File: config.mk
export PLATFORM = sky130hd
export DESIGN_NAME = fetch_sequencer
export DESIGN_NICKNAME = d
export VERILOG_FILES = /design/src/rtl/fetch_sequencer.sv
export SDC_FILE = /design/constraint.sdc
export NUM_CORES = 1
export LEC_CHECK = 0
export ABC_AREA = 1
export ABC_CLOCK_PERIOD_IN_PS = 2400
export CAP_MARGIN = 20
export CORE_UTILIZATION = 45
export CTS_CLUSTER_SIZE = 24
export DETAILED_ROUTE_END_ITERATION = 10
export PLACE_DENSITY = 0.76
export SLEW_MARGIN = 25
export SYNTH_ARGS = -nofsm -noshare
export SYNTH_HDL_FRONTEND = slang
export SYNTH_SLANG_ARGS = --single-unit
File: constraint.sdc
create_clock -name clk -period 2.4 [get_ports clk]
set_input_delay 0.48 -clock clk [delete_from_list [all_inputs] [get_ports clk]]
set_output_delay 0.48 -clock clk [all_outputs]
set_load 0.02 [all_outputs]
File: src/rtl/fetch_sequencer.sv
// Fetch sequencer: owns the architectural PC, issues one outstanding imem fetch at a time and
// hands fetched instructions to decode, handling redirects, halts and fetch errors.
module fetch_sequencer #(
    parameter int unsigned     XLEN         = 32,
    parameter logic [XLEN-1:0] RESET_VECTOR = '0,
    parameter int unsigned     MAX_WAIT     = 15
) (
    input  logic            clk,
    input  logic            rst,
    input  logic            stall,
    input  logic            redirect_valid,
    input  logic [XLEN-1:0] redirect_target,
    input  logic            halt_req,
    output logic            imem_req,
    output logic [XLEN-1:0] imem_addr,
    input  logic            imem_rvalid,
    input  logic [31:0]     imem_rdata,
    output logic            instr_valid,
    output logic [31:0]     instr,
    output logic [XLEN-1:0] instr_pc,
    output logic [XLEN-1:0] pc_out,
    output logic            halted,
    output logic            fetch_err
);

    localparam int unsigned CntW = $clog2(MAX_WAIT + 1);

    localparam logic [2:0] IDLE    = 3'd0;
    localparam logic [2:0] REQ     = 3'd1;
    localparam logic [2:0] WAIT    = 3'd2;
    localparam logic [2:0] DELIVER = 3'd3;
    localparam logic [2:0] HALT    = 3'd4;
    localparam logic [2:0] ERR     = 3'd5;

    logic [2:0]      state_q, state_d;
    logic [XLEN-1:0] pc_q, pc_d;
    logic            kill_q, kill_d;
    logic            halt_pend_q, halt_pend_d;
    logic [CntW-1:0] wait_cnt_q, wait_cnt_d;
    logic [31:0]     instr_q, instr_d;
    logic [XLEN-1:0] instr_pc_q, instr_pc_d;
    logic [XLEN-1:0] imem_addr_q;
    logic            imem_req_q, instr_valid_q, halted_q, fetch_err_q;

    logic redir_ok, redir_bad, timeout;

    always_comb begin
        redir_ok  = redirect_valid && (redirect_target[1:0] == 2'b00);
        redir_bad = redirect_valid && (redirect_target[1:0] != 2'b00);
        timeout   = (wait_cnt_q + CntW'(1)) == CntW'(MAX_WAIT);
    end

    always_comb begin
        state_d     = state_q;
        pc_d        = pc_q;
        kill_d      = kill_q;
        halt_pend_d = halt_pend_q | halt_req;
        wait_cnt_d  = wait_cnt_q;
        instr_d     = instr_q;
        instr_pc_d  = instr_pc_q;
        case (state_q)
            IDLE: begin
                if (redir_bad) begin
                    state_d = ERR;
                end else begin
                    if (redir_ok) pc_d = redirect_target;
                    state_d = REQ;
                end
            end
            REQ: begin
                wait_cnt_d = '0;
                if (redir_bad) begin
                    state_d = ERR;
                end else begin
                    // The request already went out with the old PC; drop its response.
                    if (redir_ok) begin
                        pc_d   = redirect_target;
                        kill_d = 1'b1;
                    end
                    state_d = WAIT;
                end
            end
            WAIT: begin
                wait_cnt_d = wait_cnt_q + CntW'(1);
                if (redir_bad) begin
                    state_d = ERR;
                end else if (redir_ok) begin
                    pc_d = redirect_target;
                    if (imem_rvalid) begin
                        kill_d  = 1'b0;
                        state_d = REQ;
                    end else begin
                        kill_d = 1'b1;
                        if (timeout) state_d = ERR;
                    end
                end else if (imem_rvalid) begin
                    if (kill_q) begin
                        kill_d  = 1'b0;
                        state_d = REQ;
                    end else begin
                        instr_d    = imem_rdata;
                        instr_pc_d = pc_q;
                        pc_d       = pc_q + XLEN'(4);
                        state_d    = DELIVER;
                    end
                end else if (timeout) begin
                    state_d = ERR;
                end
            end
            DELIVER: begin
                if (redir_bad) begin
                    state_d = ERR;
                end else if (redir_ok) begin
                    pc_d    = redirect_target;
                    state_d = REQ;
                end else if (!stall) begin
                    state_d = REQ;
                end
            end
            HALT:    state_d = HALT;
            ERR:     state_d = ERR;
            default: state_d = ERR;
        endcase
        // Every path into REQ is a halt point.
        if (state_d == REQ && halt_pend_d) state_d = HALT;
    end

    always_ff @(posedge clk) begin
        if (rst) begin
            state_q       <= IDLE;
            pc_q          <= RESET_VECTOR;
            kill_q        <= 1'b0;
            halt_pend_q   <= 1'b0;
            wait_cnt_q    <= '0;
            instr_q       <= '0;
            instr_pc_q    <= '0;
            imem_addr_q   <= '0;
            imem_req_q    <= 1'b0;
            instr_valid_q <= 1'b0;
            halted_q      <= 1'b0;
            fetch_err_q   <= 1'b0;
        end else begin
            state_q       <= state_d;
            pc_q          <= pc_d;
            kill_q        <= kill_d;
            halt_pend_q   <= halt_pend_d;
            wait_cnt_q    <= wait_cnt_d;
            instr_q       <= instr_d;
            instr_pc_q    <= instr_pc_d;
            imem_req_q    <= (state_d == REQ);
            instr_valid_q <= (state_d == DELIVER);
            halted_q      <= (state_d == HALT);
            fetch_err_q   <= (state_d == ERR);
            if (state_d == REQ) imem_addr_q <= pc_d;
        end
    end

    assign imem_req    = imem_req_q;
    assign imem_addr   = imem_addr_q;
    assign instr_valid = instr_valid_q;
    assign instr       = instr_q;
    assign instr_pc    = instr_pc_q;
    assign pc_out      = pc_q;
    assign halted      = halted_q;
    assign fetch_err   = fetch_err_q;

endmodule

==> flow_results.org <==
** Clocking
- In this run the deepest clock path goes through 2 buffers.
- The later pin in the worst-skew pair is clocked with a latency of 0.42 ns.
- CTS tree :: done
- The H-tree was split into 4 levels.
- Worst-path clk slew :: approximately 0.060 ns
- Cell at the root of the clock tree :: sky130_fd_sc_hd__clkbuf_16
- In this run, CTS created clock tree buffers numbering 17.
- CTS saw 141 sinks.

** Detailed routing
- The detail route stage leaves a number of antenna-violating nets equal to 0.
- In the routed layout, each cell is associated on average with a via count of 5.31.
- Vias :: roughly 8000
- Routed length per instance :: 15.7 um
- Detailed Route WL :: between 20000 and 25000 um
- Starting DRC count in detailed routing :: 750
- 1st-pass router iterations :: 8
- For this run, design rule violations remaining after detail routing come to 0.

** Synth
- Number of synthesized flops with an enable pin :: 0
- The most common cell in the synthesized netlist is sky130_fd_sc_hd__nor2_1.
- Simple-gate share of the synthesized area :: 0.330
- sky130_fd_sc_hd__dfxtp_1 takes more of the synthesized area than any other cell.
- Adder-Cell Fraction of Synth Area :: 0.00541
- Of all flip-flops after synthesis, the portion carrying an async set or reset was 0.
- Multiplexer area fraction after synthesis :: 0
- Synthesized Nets :: between 1000 and 1500
- Yosys printed 0 warnings.
- Combinational family with the most area after synthesis :: simple AND/OR/NAND/NOR gates
- In this run, synthesis produced a sequential element count of roughly 140.
- Commonest cells in the synthesized netlist :: sky130_fd_sc_hd__nor2_1, sky130_fd_sc_hd__nand2_1, sky130_fd_sc_hd__dfxtp_1, sky130_fd_sc_hd__inv_1, sky130_fd_sc_hd__o21ai_0
- Fraction of the yosys area taken by sequential cells :: 0.407
- Synthesis produced a netlist whose cell count is approximately 1100.
- Yosys attributes the largest share of cell area to sky130_fd_sc_hd__dfxtp_1, sky130_fd_sc_hd__nor2_1, sky130_fd_sc_hd__nand2_1.
- For this run, the leading register cell type out of synthesis is sky130_fd_sc_hd__dfxtp_1.
- Cell area after synthesis :: ~0.0069 sq mm
- Xor and xnor area share after synthesis :: 0.00126
- Each instance of the synthesized netlist takes up on average 6.52 sq um.
- The share of synthesized area in the top cell type comes to 0.407.
- The share of the synthesized area in compound gates (AO/OA/AOI/OAI) is 0.159.
- Number of distinct library cells after synthesis :: 39

** Worst setup path
- WP data required :: ~2.8 ns
- STA classifies the critical path endpoint as a flip-flop.
- Critical-path top delay cell :: sky130_fd_sc_hd__dfxtp_1
- Together, buffers and inverters on the worst path number 1.
- The worst setup path is launched from a flip-flop.
- Walking the worst path, the cells encountered are ha_1 > nand2_1 > nor2_2 > nand4_1 > nor2_1 > buf_4 > nand3_1 > nand2_1 > nand3_1 > nand2_1 > nor2_1 > nor2_1.
- Kind of cell with the highest combined delay on the critical path :: simple AND/OR/NAND/NOR gates
- CP Data Arrival Time :: between 2 and 3 ns
- In this run the worst path has a maximum fanout of 7.
- The critical path is of the flip-flop to flip-flop type.
- For this run, the slowest stage of the critical path takes ~0.46 ns.

** Layout
- Once layout is complete, the utilization of the core stands at 0.674.
- Of the cells placed in the final design, the portion with a size suffix greater than 1 is 0.102.
- Number of antenna repair diodes :: 0
- In the final design database the tool counted 1378 nets.
- Area growth syn-to-layout :: 47.1%
- Filler Cell Count :: approximately 1300
- Fin cells :: 1506
- After routing the design area is between 0.01 and 0.015 sq mm.

** Power
- Dividing total power by cell area gives a power density of 625 mW/mm^2.
- The completed layout was analyzed and its total power is 0.00638 W.
- Standby leakage power :: 4.43 nW
- Maximum vdd drop :: roughly 700 uV

** STA
- Relative slew slack :: 0.647
- Post-Route Setup TNS :: 0 ns
- Achievable clock frequency :: between 400 and 500 MHz
- Share of the clock period used by the worst path :: 0.894
- Setup violations remaining at the end of the flow were counted as 0.
- Final critical delay including setup and external delays :: between 2 and 2.5 ns
- Slew at the pin closest to its max-slew limit :: between 0.5 and 0.6 ns
- Pins Over Slew Limit :: 0
- The total count of hold-check failures in the final report is 0.
- Setup repair after global routing left no endpoint under its margin.
- On the final layout, the worst clock skew is between 0.009 and 0.01 ns.

** Floorplanning
- Placement row count :: between 40 and 50
- The die is 126 um wide.
- between 200 and 250 I/O pins were placed.
- The die covers between 0.015 and 0.02 sq mm.
- Effective utilization at floorplan :: 0.458
- The region available for standard cell placement spans roughly 0.015 sq mm.
- DIE HEIGHT :: about 130 um

** Global route
- Global-route met2 utilization :: 0.504
- The initial antenna violation count is 0.
- Vias in the first global route :: ~7500
- In the global route stage, met1 resource usage came out at 0.361.
- Met3 Track Usage GR :: 0.0616
- met2 is the most crowded layer.
- Global routing finished with a remaining overflow of 0.
- In the global route stage, overall resource usage came out at 0.303.
- The first global-routing pass estimated ~38000 um of wire.
- Entering global routing, the biggest net connects 74 pins.

** Placement
- The count of buffers added on input and output ports is between 200 and 250.
- Last weighted congestion value of the routability-driven placer :: between 0.9 and 1
- After detailed placement, the total cell area comes to 0.00961 sq mm.
- The number of placed instances, taps included, is between 1000 and 1500.
- The wire-length estimate of the detail-placed layout is 17200 um.

** Outcome
- Status :: completed

** Run
- Max-capacitance violation count :: 0

** Worst hold path
- Min-Delay Path Class :: flip-flop to flip-flop
==> registers in the layout, summed over array words and instances, names as in the netlist <==
signal	flops
fetch_err	1
halt_pend_q	1
halted	1
imem_addr	32
imem_req	1
instr	32
instr_pc	32
instr_valid	1
kill_q	1
pc_out	32
state_q	3
wait_cnt_q	4
==> logic make-up after synthesis <==
group / after synthesis
flops: 141
buf+inv: 168
compound gates: 204
fa+ha+maj: 3
xor+xnor: 1
simple gates: 547
==> what timing repair did <==
item | in CTS | in global routing
hold buffers | 0 | 0
endpoints found under the setup margin | 0 | 1
resized for setup | 0 | 1
setup buffers | 0 | 0
==> stage by stage <==
step	hold slack, ns	setup WS [ns]
after floorplan	0.452	0.422
after global placement	0.466	-0.0807
after detailed placement	0.479	-0.122
after CTS	0.489	0.248
after global routing	0.516	0.0456
final	0.489	0.253
==> worst paths after layout <==
path | start | endpoint | slack, ns | cells past startpoint
max reg2reg | pc_out[2]$_SDFF_PP0_ | imem_addr[20]$_SDFFE_PP0N_ | 0.25 | 12
max | pc_out[2]$_SDFF_PP0_ | imem_addr[20]$_SDFFE_PP0N_ | 0.25 | 12
min | wait_cnt_q[3]$_SDFFE_PP0P_ | wait_cnt_q[3]$_SDFFE_PP0P_ | 0.49 | 2
min reg2reg | wait_cnt_q[3]$_SDFFE_PP0P_ | wait_cnt_q[3]$_SDFFE_PP0P_ | 0.49 | 2
==> worst reg2reg max path, cell delays in order (launching register included) <==
cell and delay, ns:
sky130_fd_sc_hd__dfxtp_1 0.46, sky130_fd_sc_hd__ha_1 0.23, sky130_fd_sc_hd__nand2_1 0.12, sky130_fd_sc_hd__nor2_2 0.21, sky130_fd_sc_hd__nand4_1 0.17, sky130_fd_sc_hd__nor2_1 0.17
sky130_fd_sc_hd__buf_4 0.18, sky130_fd_sc_hd__nand3_1 0.08, sky130_fd_sc_hd__nand2_1 0.07, sky130_fd_sc_hd__nand3_1 0.09, sky130_fd_sc_hd__nand2_1 0.16, sky130_fd_sc_hd__nor2_1 0.06
sky130_fd_sc_hd__nor2_1 0.09
==> per-layer routing <==
metal  vias up  part of all wire
met1      3597              0.41
li1       3914                 -
met5         -                 0
met4         0             0.054
met2       392              0.47
met3        87             0.071
==> power breakdown <==
part / total (W) / internal [W] / switching (W)
combinational: 0.00120 / 0.000535 / 0.000660
clock: 0.00266 / 0.00164 / 0.00102
sequential: 0.00252 / 0.00244 / 0.0000843
total: 0.00638 / 0.00461 / 0.00177
==> layout by cell type (no fill, tap or decap), types with 5 or more instances in the layout <==
master and count:
sky130_fd_sc_hd__o21ai_0 99, sky130_fd_sc_hd__buf_12 8, sky130_fd_sc_hd__dfxtp_1 141, sky130_fd_sc_hd__and2_1 6
sky130_fd_sc_hd__a21oi_1 74, sky130_fd_sc_hd__nor3_1 10, sky130_fd_sc_hd__or2_2 12, sky130_fd_sc_hd__nor2_1 235
sky130_fd_sc_hd__o32ai_1 7, sky130_fd_sc_hd__inv_2 6, sky130_fd_sc_hd__nand4_1 21, sky130_fd_sc_hd__clkbuf_1 5
sky130_fd_sc_hd__inv_1 105, sky130_fd_sc_hd__o211ai_1 7, sky130_fd_sc_hd__clkbuf_16 17, sky130_fd_sc_hd__clkdlybuf4s50_1 201
sky130_fd_sc_hd__nand3_1 58, sky130_fd_sc_hd__buf_4 67, sky130_fd_sc_hd__o22ai_1 6, sky130_fd_sc_hd__nand2_1 191
==> area by class of cell <==
class                      instances  area [sq um]  area share
sequential                       141          2820       0.277
timing repair buffer             276          2680       0.262
clock buffer                      22           444      0.0435
clock inverter                    10           141      0.0139
inverter                         114           433      0.0424
tap                              188           235      0.0231
multi-input combinational        755          3450       0.338
Note: power is estimated with default switching activity, not from simulation.
==> variant: new RTL, same settings <==
Set the parameter `MAX_WAIT` to 30 (it was 15).
--- a/src/rtl/fetch_sequencer.sv
+++ b/src/rtl/fetch_sequencer.sv
@@ -3,7 +3,7 @@
 module fetch_sequencer #(
     parameter int unsigned     XLEN         = 32,
     parameter logic [XLEN-1:0] RESET_VECTOR = '0,
-    parameter int unsigned     MAX_WAIT     = 15
+    parameter int unsigned     MAX_WAIT     = 30
 ) (
     input  logic            clk,
     input  logic            rst,
Check against the original RTL: same outputs for any inputs over 4 cycles, from zero or initial values and one cycle with rst high; that may be too few to reach the edited logic, so the function may still have changed.
==> variant against the unedited design <==
  * Critical path depth unchanged
  * Sequential cell count grew 1
  * Design area increased by 0.38%
  * Clock skew up 0.0047 ns
  * Synthesized area increased by 1.5%
  * Worst setup slack lost 0.042 ns
  * Die area increased by 1.5%
  * Wire length rose by 4.6%
  * Final cell count increased by 1.9%
  * Highest routed layer unchanged
Power is not compared: it rests on default switching activity, and its combinational part moved more than twofold at a synthesized area within 25%.
==> variant: results (changes against the unedited design) <==
| Metric | Value |
|---|---|
| Status | finished, final reports clean |
| Top cells by area, synth | dfxtp_1 40%, nor2_1 11%, nand2_1 10% |
| First-pass GRT wire length | 38850 µm (+2.9%) |
| DP HPWL | 18080 µm (+5.3%) |
| Antenna violations before repair | 0 (unchanged) |
| Synth top cells by count | 215 x nor2_1, 188 x nand2_1, 142 x dfxtp_1 |
| CP Class | reg -> reg |
| Reg2reg start | pc_out[2]$_SDFF_PP0_ |
| First-pass DRT Iterations | 5 (-3) |
| Clk sinks | 142 (+0.71%) |
| Port Buffers | 201 (unchanged) |
| CTS Buffer Depth | 2 (unchanged) |
| Synth warn | 0 (unchanged) |
| GP Congestion | 0.9459 (-3.3%) |
| Gr usage total | 30.86% (+0.53 points) |
| Clk_skew | 0.01425 ns (+0.004697 ns) |
| Synth top area share | 40.37% (-0.32 points) |
| Drt wl/cell | 16.10 µm (+2.7%) |
| WHS Path Cells | 2 (unchanged) |
| Yosys cell types | 43 (+10%) |
| Seq/Total Area, Yosys | 40.37% (-0.32 points) |
| Postcts setup bufs | 0 (unchanged) |
| Post-synth ARST share | 0% (unchanged) |
| Proportion of layout cells with a drive suffix above 1 | 10.36% (+0.11 points) |
| DR vias/cell | 5.223 (-1.6%) |
| Hold_sp | imem_addr[16]$_SDFFE_PP0N_ |
| CP max FO | 5 (-2) |
| Inst Count DP | 1504 (+2.0%) |
| HP Class | reg -> reg |
| Slowest cell on the critical path | dfxtp_1 |
| Nets@finish | 1385 (+0.51%) |
| Endpoint, Worst Hold | imem_addr[16]$_SDFFE_PP0N_ |
| Post-Route WL | 24690 µm (+4.6%) |
| Critical Path Max Stage Delay | 0.41 ns (-0.05 ns) |
| R2r setup slk | 0.21 ns (-0.04 ns) |
| First-iteration detailed-routing DRC count | 792 (+5.6%) |
| Synth Net Count | 1149 (+1.1%) |
| Largest net degree at the start of global routing | 47 (-36%) |
| Max-slew headroom | 54.49% (-10 points) |
| Average size of a mapped cell | 6.544 µm² (+0.36%) |
| Vias in the first global route | 7290 (-3.4%) |
| CP arrival | 2.50 ns (about the same) |
| Reg2reg end | imem_addr[18]$_SDFFE_PP0N_ |
==> variant: cell count changes in the layout (fill, tap and decap cells not counted), moves of 7 or more <==
cell	before	now
nor2_1	235	214
a31oi_1	0	7
nor3_1	10	23
nand3_1	58	48
o32ai_1	7	0
o21ai_0	99	123
nand4_1	21	11
==> variant: worst max-delay path by stage <==
stage                                            end  cells after the start  slack [ns]
after floorplan           imem_addr[15]$_SDFFE_PP0N_                     13        0.49
after global placement     imem_addr[4]$_SDFFE_PP0N_                     13       -0.19
after detailed placement   imem_addr[4]$_SDFFE_PP0N_                     13       -0.22
after CTS                  imem_addr[4]$_SDFFE_PP0N_                     13        0.23
after global routing           pc_out[26]$_SDFF_PP0_                     13        0.02
final                     imem_addr[18]$_SDFFE_PP0N_                     12        0.21
==> variant: worst max-delay path: cells and delay by family, from the launching register on <==
family / cells / cell delay (ns)
simple gates: 10 / 1.26
flops: 1 / 0.41
fa+ha+maj: 1 / 0.23
compound gates: 1 / 0.18
==> variant: cell families after synthesis <==
family / share of synthesized area, %
simple gates: 30.56
compound gates: 18.23
buf+inv: 9.932
flops: 40.37
xor+xnor: 0.3732
fa+ha+maj: 0.5331
==> variant: per-layer routing <==
layer / share of wire (%) / track usage, % / wire length [µm] / vias to the layer above
met5: 0 / 0 / 0 / -
met4: 2.5 / 12.89 / 616 / 0
met3: 9.6 / 7.831 / 2368 / 43
met2: 44 / 47.22 / 10820 / 403
met1: 44 / 41.34 / 10890 / 3616
li1: - / - / - / 3950
==> variant: through the flow <==
| stage | hold slack [ns] | area, µm² | total power, mW | worst slack (ns) |
|---|---|---|---|---|
| 2_1_floorplan | 0.4419 | 7042 | 4.454 | 0.4911 |
| 3_3_place_gp | 0.4582 | 9643 | 5.752 | -0.1936 |
| 3_5_place_dp | 0.4712 | 9643 | 5.780 | -0.2158 |
| 4_1_cts | 0.4806 | 10230 | 8.439 | 0.2295 |
| 5_1_grt | 0.4968 | 10240 | 8.855 | 0.02349 |
| 6_report | 0.4794 | 10240 | 8.443 | 0.2112 |
==> variant: layout make-up <==
class                      instances  area (µm²)
sequential                       142        2843
tap                              211       264.0
multi-input combinational        763        3507
timing repair buffer             273        2597
clock buffer                      21       480.5
fill                            1327        5017
inverter                         115       439.2
clock inverter                     9       110.1
==> variant: report_power, final <==
group | leakage [nW] | switching (mW) | internal, mW
Combinational | 3.01 | 1.65 | 1.24
Clock | 0.283 | 1.02 | 1.63
Sequential | 1.15 | 0.256 | 2.65
